### config.mk
export PLATFORM = sky130hd
export DESIGN_NAME = uart_rx_deserializer
export DESIGN_NICKNAME = d
export VERILOG_FILES = /design/src/rtl/uart_rx_deserializer.sv
export SDC_FILE = /design/constraint.sdc
export NUM_CORES = 1
export LEC_CHECK = 0
export CORE_ASPECT_RATIO = 0.8
export CORE_MARGIN = 5
export CORE_UTILIZATION = 49
export DETAILED_ROUTE_END_ITERATION = 16
export PLACE_DENSITY = 0.83
export RECOVER_POWER = 100
export SETUP_SLACK_MARGIN = 0.4
export SYNTH_ARGS = -nofsm -noshare
export SYNTH_HDL_FRONTEND = slang
export SYNTH_SLANG_ARGS = --single-unit
### constraint.sdc
create_clock -name clk -period 1.9 [get_ports clk]
set_input_delay 0.285 -clock clk [delete_from_list [all_inputs] [get_ports clk]]
set_output_delay 0.285 -clock clk [all_outputs]
set_load 0.02 [all_outputs]
### src/rtl/uart_rx_deserializer.sv
// UART receive front end: synchronizes rx, samples start/data/parity/stop at mid-bit.
// Optional build macro RX_MAJORITY_EN: each sample point is a 2-of-3 vote one tick later.
module uart_rx_deserializer #(
  parameter int unsigned OVERSAMPLE = 16,
  parameter int unsigned DATA_BITS  = 8
) (
  input  logic                 clk,
  input  logic                 rst,
  input  logic                 baud_tick,
  input  logic                 rx,
  input  logic                 parity_en,
  output logic [DATA_BITS-1:0] data_out,
  output logic                 parity_bit_out,
  output logic                 data_valid,
  output logic                 framing_error,
  output logic                 busy
);

  localparam int unsigned TICK_W = $clog2(OVERSAMPLE + 1);
  localparam int unsigned BIT_W  = $clog2(DATA_BITS + 1);
  localparam int unsigned HALF   = OVERSAMPLE / 2;
`ifdef RX_MAJORITY_EN
  localparam int unsigned START_LAST = HALF;
`else
  localparam int unsigned START_LAST = HALF - 1;
`endif
  localparam int unsigned BIT_LAST = OVERSAMPLE - 1;

  typedef enum logic [2:0] {
    IDLE,
    START,
    DATA,
    PARITY,
    STOP,
    WAIT_IDLE
  } state_e;

  state_e               state_q, state_d;
  logic [1:0]           sync_q;
  logic [TICK_W-1:0]    tick_cnt_q, tick_cnt_d;
  logic [BIT_W-1:0]     bit_cnt_q, bit_cnt_d;
  logic [DATA_BITS-1:0] shift_q, shift_d;
  logic                 par_q, par_d;
  logic                 par_en_q, par_en_d;
  logic [DATA_BITS-1:0] data_q, data_d;
  logic                 par_out_q, par_out_d;
  logic                 valid_q, valid_d;
  logic                 ferr_q, ferr_d;
  logic                 busy_q, busy_d;
  logic                 rx_s;
  logic                 smp;
  logic                 start_pt;
  logic                 bit_pt;

  assign rx_s = sync_q[1];

`ifdef RX_MAJORITY_EN
  // rx history at the two previous ticks; vote is taken on the tick after the nominal sample
  logic [1:0] hist_q;

  always_ff @(posedge clk) begin
    if (rst) begin
      hist_q <= 2'b11;
    end else if (baud_tick) begin
      hist_q <= {hist_q[0], rx_s};
    end
  end

  assign smp = (hist_q[1] & hist_q[0]) | (hist_q[1] & rx_s) | (hist_q[0] & rx_s);
`else
  assign smp = rx_s;
`endif

  assign start_pt = baud_tick && (tick_cnt_q == TICK_W'(START_LAST));
  assign bit_pt   = baud_tick && (tick_cnt_q == TICK_W'(BIT_LAST));

  // Next-state and datapath decode
  always_comb begin
    state_d    = state_q;
    tick_cnt_d = tick_cnt_q;
    bit_cnt_d  = bit_cnt_q;
    shift_d    = shift_q;
    par_d      = par_q;
    par_en_d   = par_en_q;
    data_d     = data_q;
    par_out_d  = par_out_q;
    valid_d    = 1'b0;
    ferr_d     = 1'b0;

    if (baud_tick) begin
      tick_cnt_d = tick_cnt_q + TICK_W'(1);
    end

    unique case (state_q)
      IDLE: begin
        if (baud_tick && !rx_s) begin
          state_d    = START;
          tick_cnt_d = '0;
          par_en_d   = parity_en;
          par_d      = 1'b0;
        end
      end
      START: begin
        if (start_pt) begin
          tick_cnt_d = '0;
          if (!smp) begin
            state_d   = DATA;
            bit_cnt_d = '0;
          end else begin
            state_d = IDLE;
          end
        end
      end
      DATA: begin
        if (bit_pt) begin
          tick_cnt_d = '0;
          shift_d    = {smp, shift_q[DATA_BITS-1:1]};
          bit_cnt_d  = bit_cnt_q + BIT_W'(1);
          if (bit_cnt_q == BIT_W'(DATA_BITS - 1)) begin
            state_d = par_en_q ? PARITY : STOP;
          end
        end
      end
      PARITY: begin
        if (bit_pt) begin
          tick_cnt_d = '0;
          par_d      = smp;
          state_d    = STOP;
        end
      end
      STOP: begin
        if (bit_pt) begin
          tick_cnt_d = '0;
          data_d     = shift_q;
          par_out_d  = par_en_q & par_q;
          valid_d    = 1'b1;
          ferr_d     = !smp;
          state_d    = smp ? IDLE : WAIT_IDLE;
        end
      end
      WAIT_IDLE: begin
        // a held-low line (break) must go high before a new start is accepted
        if (baud_tick && rx_s) begin
          state_d = IDLE;
        end
      end
      default: state_d = IDLE;
    endcase

    busy_d = (state_d != IDLE);
  end

  always_ff @(posedge clk) begin
    if (rst) begin
      state_q    <= IDLE;
      sync_q     <= 2'b11;
      tick_cnt_q <= '0;
      bit_cnt_q  <= '0;
      shift_q    <= '0;
      par_q      <= 1'b0;
      par_en_q   <= 1'b0;
      data_q     <= '0;
      par_out_q  <= 1'b0;
      valid_q    <= 1'b0;
      ferr_q     <= 1'b0;
      busy_q     <= 1'b0;
    end else begin
      state_q    <= state_d;
      sync_q     <= {sync_q[0], rx};
      tick_cnt_q <= tick_cnt_d;
      bit_cnt_q  <= bit_cnt_d;
      shift_q    <= shift_d;
      par_q      <= par_d;
      par_en_q   <= par_en_d;
      data_q     <= data_d;
      par_out_q  <= par_out_d;
      valid_q    <= valid_d;
      ferr_q     <= ferr_d;
      busy_q     <= busy_d;
    end
  end

  assign data_out       = data_q;
  assign parity_bit_out = par_out_q;
  assign data_valid     = valid_q;
  assign framing_error  = ferr_q;
  assign busy           = busy_q;

endmodule

* Yosys cells after proc, flatten, opt, wreduce, memory -nomap -nowiden
Index checks and enable logic that the tools add are counted.
W data, S select, Z words.
** Cells by class
- Add/sub/neg operators :: 2
- Equal/unequal tests :: 13
- Mux-type cells :: 24
- Bitwise operators :: 3
- Reductions and logical operators :: 17
** Operators by type and width (number)
- $mux W3 :: 9
- $mux W5 :: 4
- $pmux W3 S6 :: 1
- $pmux W5 S3 :: 1
- $mux W4 :: 3
- $ne A2 B2 Y1 const B :: 5
- $pmux W4 S2 :: 1
- $eq A3 B2 Y1 const B :: 2
- $eq A3 B3 Y1 const B :: 2
- $reduce_and A2 Y1 :: 3
- $reduce_or A3 Y1 :: 2
- $add A5 B1 Y5 const B :: 1
- $eq A5 B3 Y1 const B :: 1
- $eq A5 B4 Y1 const B :: 1
- $add A4 B1 Y4 const B :: 1
- $eq A4 B3 Y1 const B :: 1
- $logic_and A1 B1 Y1 :: 4
- $reduce_and A4 Y1 :: 1
- $reduce_bool A2 Y1 :: 2
- $eq A3 B1 Y1 const B :: 1
- $logic_not A3 Y1 :: 1
- $mux W1 :: 3
- $reduce_and A3 Y1 :: 1
- $reduce_bool A3 Y1 :: 1
- 6 further kinds :: 7
** Word-level totals
- Register bits :: 36
- Output and inout bits :: 12
- Word-level logic and storage cells :: 71

* Depth between registers and ports, before layout
Gate-level depths: netlist of run 1.
- Depth after elaboration :: 5
- Mapped depth :: 8
- Mapped depth without buffers :: 7

* Least setup slack after synthesis of run 1
No wires, ideal clock.
- Path kind :: register -> register
- From :: register tick_cnt_q[0]
- To :: register busy_q, in the netlist busy
- Arrival time :: 1.877 ns
- Data required time :: 1.756 ns
- Path slack :: -0.120 ns
- Stages on the path, launching flop included :: 9
- Buffers on the path :: 1
- Period minus slack after synthesis :: 2.020 ns
- Path through :: dfxtp_1 ha_1 and3_1 ha_1 and2_4 and3_1 buf_6 a2111oi_2 a41oi_1
** On the way
- Cells in the longest elaborated chain, start to end :: 5
- Elaborated cells between the ends (all ways) :: 10
** Ends and longest elaborated chain
- from (decl) :: line 40 : logic [TICK_W-1:0] tick_cnt_q, tick_cnt_d;
- from (signal assigned) :: line 170 : tick_cnt_q <= tick_cnt_d;
- $eq A5 B4 Y1 / $eq A5 B3 Y1 (equally long branches) :: line 75, 74
- $logic_and A1 B1 Y1, on equally long branches :: line 75, 74
- $mux W3, on equally long branches
- $pmux W3 S6 * :: line 94 : unique case (state_q)
- $reduce_bool A3 Y1 * :: line 150 : busy_d = (state_d != IDLE);
- to (signal assigned) :: line 179 : busy_q <= busy_d;
- to (decl) :: line 49 : logic busy_q, busy_d;
Mark *: on every way between the ends. The rest lies on a longest branch, timed or not.
A chain may end at the register's enable or synchronous reset.

* Worst setup path after layout of run 1
- From :: register tick_cnt_q[0]
- To :: register shift_q[2]
** On the way
- Cells in the longest elaborated chain, start to end :: 3
** Ends and longest elaborated chain
- $eq A5 B4 Y1 :: line 75 : assign bit_pt = baud_tick && (tick_cnt_q == TICK_W'(BIT_LAST));
- $logic_and A1 B1 Y1 :: line 75
- $reduce_and A2 Y1 (no line)
- to (signal assigned) :: line 172 : shift_q <= shift_d;
- to (decl) :: line 42 : logic [DATA_BITS-1:0] shift_q, shift_d;
No other way between the ends.

==> key figures, run 1 <==
Detailed routing
  – Vias/cell: 5.80
  – First DRT Iteration DRCs: 60
  – Vias: around 1.5k
  – Drt drc: 0
  – WL/cell: approximately 17 microns
  – DRT Wirelength: 4.16 mm
  – Number of nets with antenna violations after routing: 0
  – DRT Pass-1 Iters: 4

Yosys
  – Top post-synthesis cells by area: dfxtp_1 45%, mux2i_1 6.3%, nand2_1 5.0%
  – Syn_nets: 181
  – Post-synthesis register bit count: 36
  – Top cells by count, synth: 36 x dfxtp_1, 21 x nand2_1, 17 x nor2_1
  – Main synth FF type: dfxtp_1
  – Mapped cell area: 1590 sq um
  – Library cells used by synthesis: 40
  – Post-synth EDFFs: 0
  – Count leader, synth: dfxtp_1
  – Async set or reset register ratio after synthesis: 0%
  – Cells after Synth: 173
  – Post-synthesis sequential area ratio: 45.4%
  – Yosys warnings: 0
  – Largest area contributor in the netlist: dfxtp_1
  – Avg Cell Area, Syn: 9.17 sq um
  – Synth top area share: 45.4%

Die
  – Rows: 18
  – I/O pin count: 17
  – Die X: roughly 74 microns
  – Full die area: 4480 sq um
  – Placeable Area: between 3000 and 4000 sq um
  – Die Ht: just over 60 microns
  – Starting Density: 51.0%

STA
  – Final slew viol count: 0
  – Worst Tran Pin Value: 0.762 ns
  – Achievable Freq: 0.569 GHz
  – Final setup viols: 0
  – Period utilization: 92.5%
  – Slew HR: 49.2%
  – RSZ-0062 raised after global routing: true
  – Tmin final: between 1.5 and 2 ns
  – Clk_skew: approximately 0.0058 ns
  – Final hold violation count: 0

Clocking
  – Clock sink count: 36
  – Clock Tree Buf Depth: 2
  – H-tree depth: 2
  – Clk pin slew, worst setup/hold paths: roughly 0.070 ns
  – Clock tree from TritonCTS: yes
  – Clk_lat worst skew: 0.28 ns
  – Root buf cell: clkbuf_8
  – Number of CTS-inserted buffers: 5

Worst setup path
  – Crit. End Element: flop
  – CP max FO: 5
  – WP data required: 2.04 ns
  – FF-to-FF setup slack: 0.14 ns
  – Crit path launch type: flop
  – Worst EP arrival: 1.90 ns
  – FF-to-FF End: shift_q[2]
  – Crit path kind: flop to flop
  – Reg2Reg Depth: 9
  – Worst reg2reg path startpoint: tick_cnt_q[0]

Cells and area
  – Inserted Diodes: 0
  – Fraction of final layout cells sized beyond drive strength 1: about 28%
  – Area Overhead vs Synth: 34.1%
  – Nets: 219
  – Final Instance Area: 2130 sq um
  – Non-filler instance count after layout: 251

Worst hold path
  – Hold Path Sink: sync_q[1]
  – Hold Crit Start: sync_q[0]
  – HP Class: flop to flop
  – Hold path cells: 1

Placed design
  – # port buffers: 16
  – RePlAce Congestion: 0.864
  – Placed cell count: 231
  – Dpl hpwl: 2.61 mm
  – Placed Area: approximately 1900 sq um

Global routing
  – Largest net degree at the start of global routing: 17
  – Gr ovfl total: 0
  – First-pass GRT wire length: 6.50 mm
  – Vias in the first global route: 1,432
  – Initial antenna violation count: 0
  – Global Route Usage Sum: 19.0%

Pwr
  – Power Dens Cells: 651 nW/um^2
  – Worst VDD drop: 0.000394 V
  – Lkg Pwr: 0.808 nW

Status
  – Status: finished clean

Flow run
  – Maxcap violations: 0
-- worst max-delay path, stage by stage, from the launching register on --
cell and delay [ns]:
dfxtp_1 0.38, ha_4 0.15, and3_4 0.18, ha_4 0.13, nand4b_1 0.11, buf_6 0.16, nor2_4 0.10, buf_6 0.14
mux2i_1 0.20, nor2_1 0.06
-- registers in the layout, indices dropped and copies added, names as in the netlist --
register        flops
bit_cnt_q           4
busy                1
data_out            8
data_valid          1
framing_error       1
par_en_q            1
par_q               1
parity_bit_out      1
shift_q             8
state_q             3
sync_q              2
tick_cnt_q          5
-- metal layers --
metal | vias up | share of wire [%] | GRT usage [%] | wire (microns)
met5 | - | 0 | 0 | 0
met4 | 0 | 3.0 | 8.79 | 123
met3 | 16 | 4.9 | 4.80 | 205
met2 | 51 | 50 | 33.2 | 2080
met1 | 713 | 42 | 22.0 | 1750
li1 | 677 | - | - | -
-- per-stage QoR --
step / setup WS, ns / power (mW) / setup TNS, ns / utilization, % / hold WS [ns]
after floorplan: 0.126 / 0.848 / 0 / - / 0.389
after global placement: 0.0271 / 0.871 / 0 / 60.5 / 0.393
after detailed placement: -0.0261 / 0.875 / -0.0261 / 60.5 / 0.409
after CTS: 0.152 / 1.37 / 0 / 66.5 / 0.427
after global routing: 0.0399 / 1.44 / 0 / 68.5 / 0.450
final: 0.142 / 1.39 / 0 / 68.5 / 0.429
-- worst max path at each step --
stage                              from            end  slack (ns)  depth (start not counted)
final                     tick_cnt_q[0]     shift_q[2]        0.14                          9
after global routing      tick_cnt_q[0]  tick_cnt_q[3]        0.04                          7
after CTS                 tick_cnt_q[0]           busy        0.15                          7
after detailed placement      baud_tick           busy       -0.03                          5
after global placement        baud_tick           busy        0.03                          5
after floorplan           tick_cnt_q[0]           busy        0.13                          8
-- layout by cell type (no fill, tap or decap), drive strengths merged, types with 5 or more instances in the layout --
cell and instances:
mux2i 10, nor2 18, dfxtp 36, buf 25, clkbuf 9, nand3 6
dlygate4sd2 9, a21oi 15, a311oi 5, nand2 21
-- final cells by class --
class | instances | area [sq um]
clock buffers | 6 | 72.6
flip-flops and latches | 36 | 726
clock inverters | 1 | 5.00
repair buffers | 42 | 345
fillers | 224 | 980
well taps | 40 | 50.0
multi-input cells | 122 | 911
inverters | 4 | 18.8
-- cells by family after synthesis --
logic type | synth area share, %
xor+xnor | 3.31
simple gates | 24.8
fa+ha+maj | 2.37
buf+inv | 5.28
compound gates | 12.5
mux | 6.31
flops | 45.4
-- power breakdown --
part           leakage (nW)  internal [mW]  switching, mW  total [mW]
clock                0.0410          0.249          0.252       0.501
sequential            0.293          0.765        0.00919       0.774
combinational         0.474         0.0541         0.0559       0.110
total                 0.808           1.07          0.317        1.39
-- repair_timing --
item	CTS	global route
hold buffers	0	0
resized for setup	23	17
pin swaps	11	9
gates cloned	0	1
setup buffers	7	5
setup endpoints to repair	43	36
Power figures use the tool's default switching activity.
==> run 2, diff against run 1 <==
CTS_BUF_LIST = sky130_fd_sc_hd__clkbuf_8 sky130_fd_sc_hd__clkbuf_16   (was not set)
REMOVE_ABC_BUFFERS = 1   (was not set)
==> key figures, run 2 (synthesized netlist as in run 1, its figures left out) <==
STA
  – Tmin final: 1.84 ns (+0.0782 ns)
  – Clk_skew: 0.00558 ns (-0.000233 ns)
  – Final hold violation count: 0 (unchanged)
  – Worst Tran Pin Value: 0.430 ns (-0.332 ns)
  – Hold WS: 0.412 ns (-0.0171 ns)
  – Achievable Freq: 0.544 GHz (-4.3%)
  – Period utilization: 96.7% (+4.1 points)
  – Final WS setup: 0.0634 ns (-0.0782 ns)
  – Slew HR: 71.3% (+22 points)
  – RSZ-0062 raised after global routing: true
  – Final setup viols: 0 (unchanged)
  – Final slew viol count: 0 (unchanged)

Clocking
  – Clock tree from TritonCTS: yes
  – Hold Buf Count CTS: 0 (unchanged)
  – H-tree depth: 2 (unchanged)
  – Clk_lat worst skew: 0.29 ns (about the same)
  – Number of CTS-inserted buffers: 5 (unchanged)
  – Clock sink count: 36 (unchanged)
  – Clock Tree Buf Depth: 2 (unchanged)
  – Root buf cell: clkbuf_8
  – Clk pin slew, worst setup/hold paths: 0.07 ns (about the same)

Die
  – Placeable Area: 3110 sq um (unchanged)
  – I/O pin count: 17 (unchanged)
  – Die X: 73.6 microns (unchanged)
  – Starting Density: 51.0% (unchanged)
  – Rows: 18 (unchanged)
  – Full die area: 4480 sq um (unchanged)
  – Die Ht: 60.9 microns (unchanged)

Placed design
  – # port buffers: 16 (unchanged)
  – RePlAce Congestion: 0.897 (+3.9%)
  – Worst slack at placement: -0.0706 ns (-0.0446 ns)
  – Dpl hpwl: 2.55 mm (-2.5%)
  – Placed cell count: 235 (+1.7%)

Cells and area
  – Area Overhead vs Synth: 32.3%
  – Commonest non-fill, non-tap cell in the layout: dfxtp_1
  – Fraction of final layout cells sized beyond drive strength 1: 26.2% (-1.8 points)
  – Non-filler instance count after layout: 250 (-0.40%)
  – Nets: 217 (-0.91%)
  – Commonest cells after routing, fill and taps aside: 34 x dfxtp_1, 18 x nand2_1, 17 x nor2_1, 14 x buf_4, 13 x a21oi_1
  – Filler cells: 265 (+18%)
  – Inserted Diodes: 0 (unchanged)
  – Final core occ: 67.5% (-0.97 points)

Global routing
  – Gr ovfl total: 0 (unchanged)
  – First-pass GRT wire length: 6.59 mm (+1.4%)
  – Vias in the first global route: 1,422 (-0.70%)
  – Global Route Usage Sum: 19.6% (+0.61 points)
  – Largest net degree at the start of global routing: 20 (+3)
  – Initial antenna violation count: 0 (unchanged)

Pwr
  – Internal power: 1.06 mW (-0.44%)
  – Worst VDD drop: 0.000512 V (+30%)
  – Clk pwr share: 38.0% (+1.8 points)
  – Flop pwr share: 55.5% (-0.4 points)
  – Logic pwr share: 6.5% (-1.4 points)
  – Lkg Pwr: 0.790 nW (-2.2%)
  – P_sw: 0.335 mW (+5.8%)
  – Switching Share: 24.0% (+1.1 points)
  – Power Dens Cells: 667 nW/um^2 (+2.4%)

Worst setup path
  – Worst EP arrival: 1.99 ns (+0.09 ns)
  – FF-to-FF End: busy
  – Crit. End Element: flop
  – Reg2Reg Depth: 7 (-2)
  – FF-to-FF setup slack: 0.06 ns (-0.08 ns)
  – Crit. Startpoint: tick_cnt_q[1]
  – Crit path launch type: flop
  – WP data required: 2.06 ns (+0.02 ns)
  – CP max FO: 3 (-2)
  – Crit path kind: flop to flop
  – Worst reg2reg path startpoint: tick_cnt_q[1]
  – Critical Path End: busy

Detailed routing
  – Number of nets with antenna violations after routing: 0 (unchanged)
  – DRT Wirelength: 3.95 mm (-5.1%)
  – DRT Pass-1 Iters: 4 (unchanged)
  – Vias/cell: 5.58 (-3.9%)
  – First DRT Iteration DRCs: 93 (+55%)
  – Drt drc: 0 (unchanged)
  – WL/cell: 15.8 microns (-4.7%)
  – Vias: 1,395 (-4.3%)

Status
  – Status: finished clean

Flow run
  – Maxcap violations: 0 (unchanged)

Worst hold path
  – HP Class: flop to flop
## run 2: worst max-delay path, cell delays in order (launching register included)
cell and delay (ns):
dfxtp_2 0.34, ha_4 0.15, and3_4 0.15, ha_4 0.16, and2_4 0.16, and3_4 0.19
a2111oi_4 0.37, a41oi_2 0.16
## run 2: layer usage
layer | global-route usage (%) | vias up | wire length [microns]
li1 | - | 674 | -
met1 | 23.4 | 667 | 1610
met2 | 33.2 | 45 | 2010
met3 | 6.62 | 9 | 266
met4 | 6.72 | 0 | 60
met5 | 0 | - | 0
## run 2: how the worst min path moves through the flow
stage / endpoint / startpoint / cells after the start / slack [ns]
floorplan: data_out[0] / rst / 1 / 0.35
global placement: sync_q[1] / sync_q[0] / 1 / 0.39
detailed placement: sync_q[1] / sync_q[0] / 1 / 0.40
CTS: sync_q[1] / sync_q[0] / 1 / 0.42
global route: sync_q[1] / sync_q[0] / 1 / 0.44
finish: sync_q[1] / sync_q[0] / 1 / 0.41
## run 2: cell type report
| class | instances | area (sq um) | area share [%] |
|---|---|---|---|
| timing repair buffer | 40 | 329 | 15.7 |
| clock inverter | 3 | 18.8 | 0.894 |
| multi-input combinational | 122 | 893 | 42.6 |
| clock buffer | 5 | 68.8 | 3.28 |
| inverter | 4 | 15.0 | 0.716 |
| sequential | 36 | 723 | 34.5 |
| tap | 40 | 50.0 | 2.39 |
## run 2: power groups by stage
stage	combinational [mW]	sequential, mW	clock [mW]
finish	0.0907	0.776	0.532
floorplan	0.0350	0.791	0
global route	0.0982	0.778	0.585
global placement	0.0789	0.789	0
CTS	0.0909	0.776	0.544
detailed placement	0.0831	0.790	0
## run 2: timing repair
action,CTS,global route
gates cloned,2,0
setup endpoints to repair,44,36
gates resized for setup,40,11
pin swaps,16,15
setup buffers,3,2
## run 2: through the flow
stage | cell area [sq um] | power [mW] | setup TNS [ns]
floorplan | 1520 | 0.826 | -0.145
global placement | 1870 | 0.868 | 0
detailed placement | 1870 | 0.873 | -0.205
CTS | 2110 | 1.41 | 0
global route | 2100 | 1.46 | -0.0190
finish | 2100 | 1.40 | 0
==> run 3, diff against run 2 <==
CORE_UTILIZATION = 55   (was 49)
PLACE_DENSITY = 0.88   (was 0.83)
clock period = 2.1 ns   (was 1.9 ns; I/O delays follow)
==> key figures, run 3 (synthesized netlist as in run 1, its figures left out) <==
Detailed routing
  – DRT Pass-1 Iters: 5 (+1)
  – First DRT Iteration DRCs: 114 (+23%)
  – Vias/cell: 5.84 (+4.7%)
  – Number of nets with antenna violations after routing: 0 (unchanged)
  – Drt drc: 0 (unchanged)
  – WL/cell: 16.7 microns (+5.6%)
  – Vias: 1,391 (-0.29%)
  – DRT Wirelength: 3.97 mm (+0.56%)

Global routing
  – Gr ovfl total: 0 (unchanged)
  – Global Route Usage Sum: 19.8% (+0.18 points)
  – Largest net degree at the start of global routing: 31 (+55%)
  – First-pass GRT wire length: 6.27 mm (-4.9%)
  – Initial antenna violation count: 0 (unchanged)
  – Vias in the first global route: 1,293 (-9.1%)

Cells and area
  – Inserted Diodes: 0 (unchanged)
  – Commonest cells after routing, fill and taps aside: 33 x dfxtp_1, 21 x nand2_1, 17 x nor2_1, 15 x a21oi_1, 13 x dlygate4sd3_1
  – Area Overhead vs Synth: 28.1%
  – Nets: 208 (-4.1%)
  – Sequential Area: 724 sq um (+0.17%)
  – Footprint of the multi-input gates: 858 sq um (-3.9%)
  – Commonest non-fill, non-tap cell in the layout: dfxtp_1
  – Filler cells: 184 (-31%)
  – Final Instance Area: 2030 sq um (-3.2%)
  – Fraction of final layout cells sized beyond drive strength 1: 20.5% (-5.7 points)

Die
  – Rows: 17 (-1)
  – Die Ht: 58.0 microns (-4.7%)
  – Full die area: 4070 sq um (-9.3%)
  – Die X: 70.0 microns (-4.8%)
  – Starting Density: 57.4% (+6.3 points)
  – Placeable Area: 2770 sq um (-11%)
  – I/O pin count: 17 (unchanged)

Placed design
  – Placed Area: 1780 sq um (-5.0%)
  – # port buffers: 16 (unchanged)
  – RePlAce Congestion: 0.881 (-1.7%)
  – Dpl hpwl: 2.22 mm (-13%)

STA
  – Slew HR: 29.9% (-41 points)
  – Final slew viol count: 0 (unchanged)
  – Tmin final: 1.87 ns (+0.0362 ns)
  – Final setup TNS: 0 ns (unchanged)
  – Clk_skew: 0.00519 ns (-0.000385 ns)
  – Worst Tran Pin Value: 1.05 ns (+0.620 ns)
  – RSZ-0062 raised after global routing: true
  – Final hold violation count: 0 (unchanged)
  – Achievable Freq: 0.534 GHz (-1.9%)
  – Period utilization: 89.2% (-7.5 points)
  – Final setup viols: 0 (unchanged)

Worst setup path
  – FF-to-FF End: tick_cnt_q[4]
  – Reg2Reg Depth: 8 (+1)
  – Worst EP arrival: 2.05 ns (+0.06 ns)
  – Crit path launch type: flop
  – Worst reg2reg path startpoint: tick_cnt_q[1]
  – FF-to-FF setup slack: 0.23 ns (+0.16 ns)
  – WP data required: 2.28 ns (+0.22 ns)
  – Crit. End Element: flop
  – CP max FO: 5 (+2)
  – Crit path kind: flop to flop

Clocking
  – Clock tree from TritonCTS: yes
  – Root buf cell: clkbuf_8
  – Clock Tree Buf Depth: 2 (unchanged)
  – H-tree depth: 2 (unchanged)
  – Clk_lat worst skew: 0.29 ns (about the same)
  – Clock sink count: 36 (unchanged)
  – Number of CTS-inserted buffers: 5 (unchanged)
  – Hold Buf Count CTS: 0 (unchanged)
  – Clk pin slew, worst setup/hold paths: 0.06 ns (about the same)

Worst hold path
  – HP Class: flop to flop
  – Hold Crit Start: sync_q[0]
  – Hold Path Sink: sync_q[1]
  – Hold path cells: 1 (unchanged)

Status
  – Status: finished clean

Pwr
  – Power Dens Cells: 643 nW/um^2 (-3.6%)
  – Lkg Pwr: 0.756 nW (-4.3%)
  – Worst VDD drop: 0.000641 V (+25%)

Flow run
  – Maxcap violations: 0 (unchanged)
## run 3: timing repair
item | 4_1_cts | 5_1_grt
buffers inserted | 7 | 3
gates cloned | 0 | 0
endpoints found under the setup margin | 30 | 31
resized for setup | 14 | 7
hold endpoints to repair | 0 | 0
pin swaps | 7 | 7
## run 3: per-stage QoR
stage	instances	total power, mW	util, %	hold slack [ns]	worst slack [ns]
3_5_place_dp	221	0.783	64.2	0.425	0.113
5_1_grt	238	1.36	73.5	0.449	0.150
2_1_floorplan	162	0.747	-	0.384	0.0965
4_1_cts	235	1.31	72.9	0.441	0.375
6_report	238	1.31	73.5	0.432	0.227
3_3_place_gp	221	0.780	64.2	0.394	0.196
## run 3: area by class of cell
class / count / share of cell area [%]
Multi-Input combinational cell: 122 / 42.2
Sequential cell: 36 / 35.7
Timing Repair Buffer: 31 / 14.3
Clock buffer: 7 / 4.74
Tap cell: 38 / 2.34
Inverter: 4 / 0.739
## run 3: critical path, stage by stage (launching register included)
cell and delay [ns]:
dfxtp_1 0.32, ha_1 0.22, and3_4 0.16, ha_4 0.16, buf_4 0.14, a21oi_1 0.16, o211ai_1 0.09, clkbuf_1 0.20
a311oi_1 0.31
## run 3: where the power goes
| group | internal (mW) | switching [mW] | leakage [nW] |
|---|---|---|---|
| registers | 0.692 | 0.00886 | 0.292 |
| logic | 0.0404 | 0.0434 | 0.414 |
| clock network | 0.292 | 0.229 | 0.0503 |
## run 3: layer usage
| metal | routed length [microns] | vias up | part of all wire, % | global-route usage [%] |
|---|---|---|---|---|
| met4 | 140 | 0 | 3.5 | 9.02 |
| li1 | - | 660 | - | - |
| met3 | 315 | 17 | 7.9 | 5.89 |
| met2 | 2000 | 62 | 50 | 35.5 |
| met5 | 0 | - | 0 | 0 |
| met1 | 1510 | 652 | 38 | 21.7 |
## run 3: how the worst max path moves through the flow
| stage | start | endpoint | slack, ns | depth (start not counted) |
|---|---|---|---|---|
| after floorplan | tick_cnt_q[0] | busy | 0.1 | 7 |
| after global placement | tick_cnt_q[0] | busy | 0.20 | 7 |
| after detailed placement | tick_cnt_q[0] | busy | 0.11 | 7 |
| after CTS | tick_cnt_q[1] | shift_q[0] | 0.37 | 9 |
| after global routing | tick_cnt_q[1] | state_q[0] | 0.15 | 8 |
| final | tick_cnt_q[1] | tick_cnt_q[4] | 0.23 | 8 |
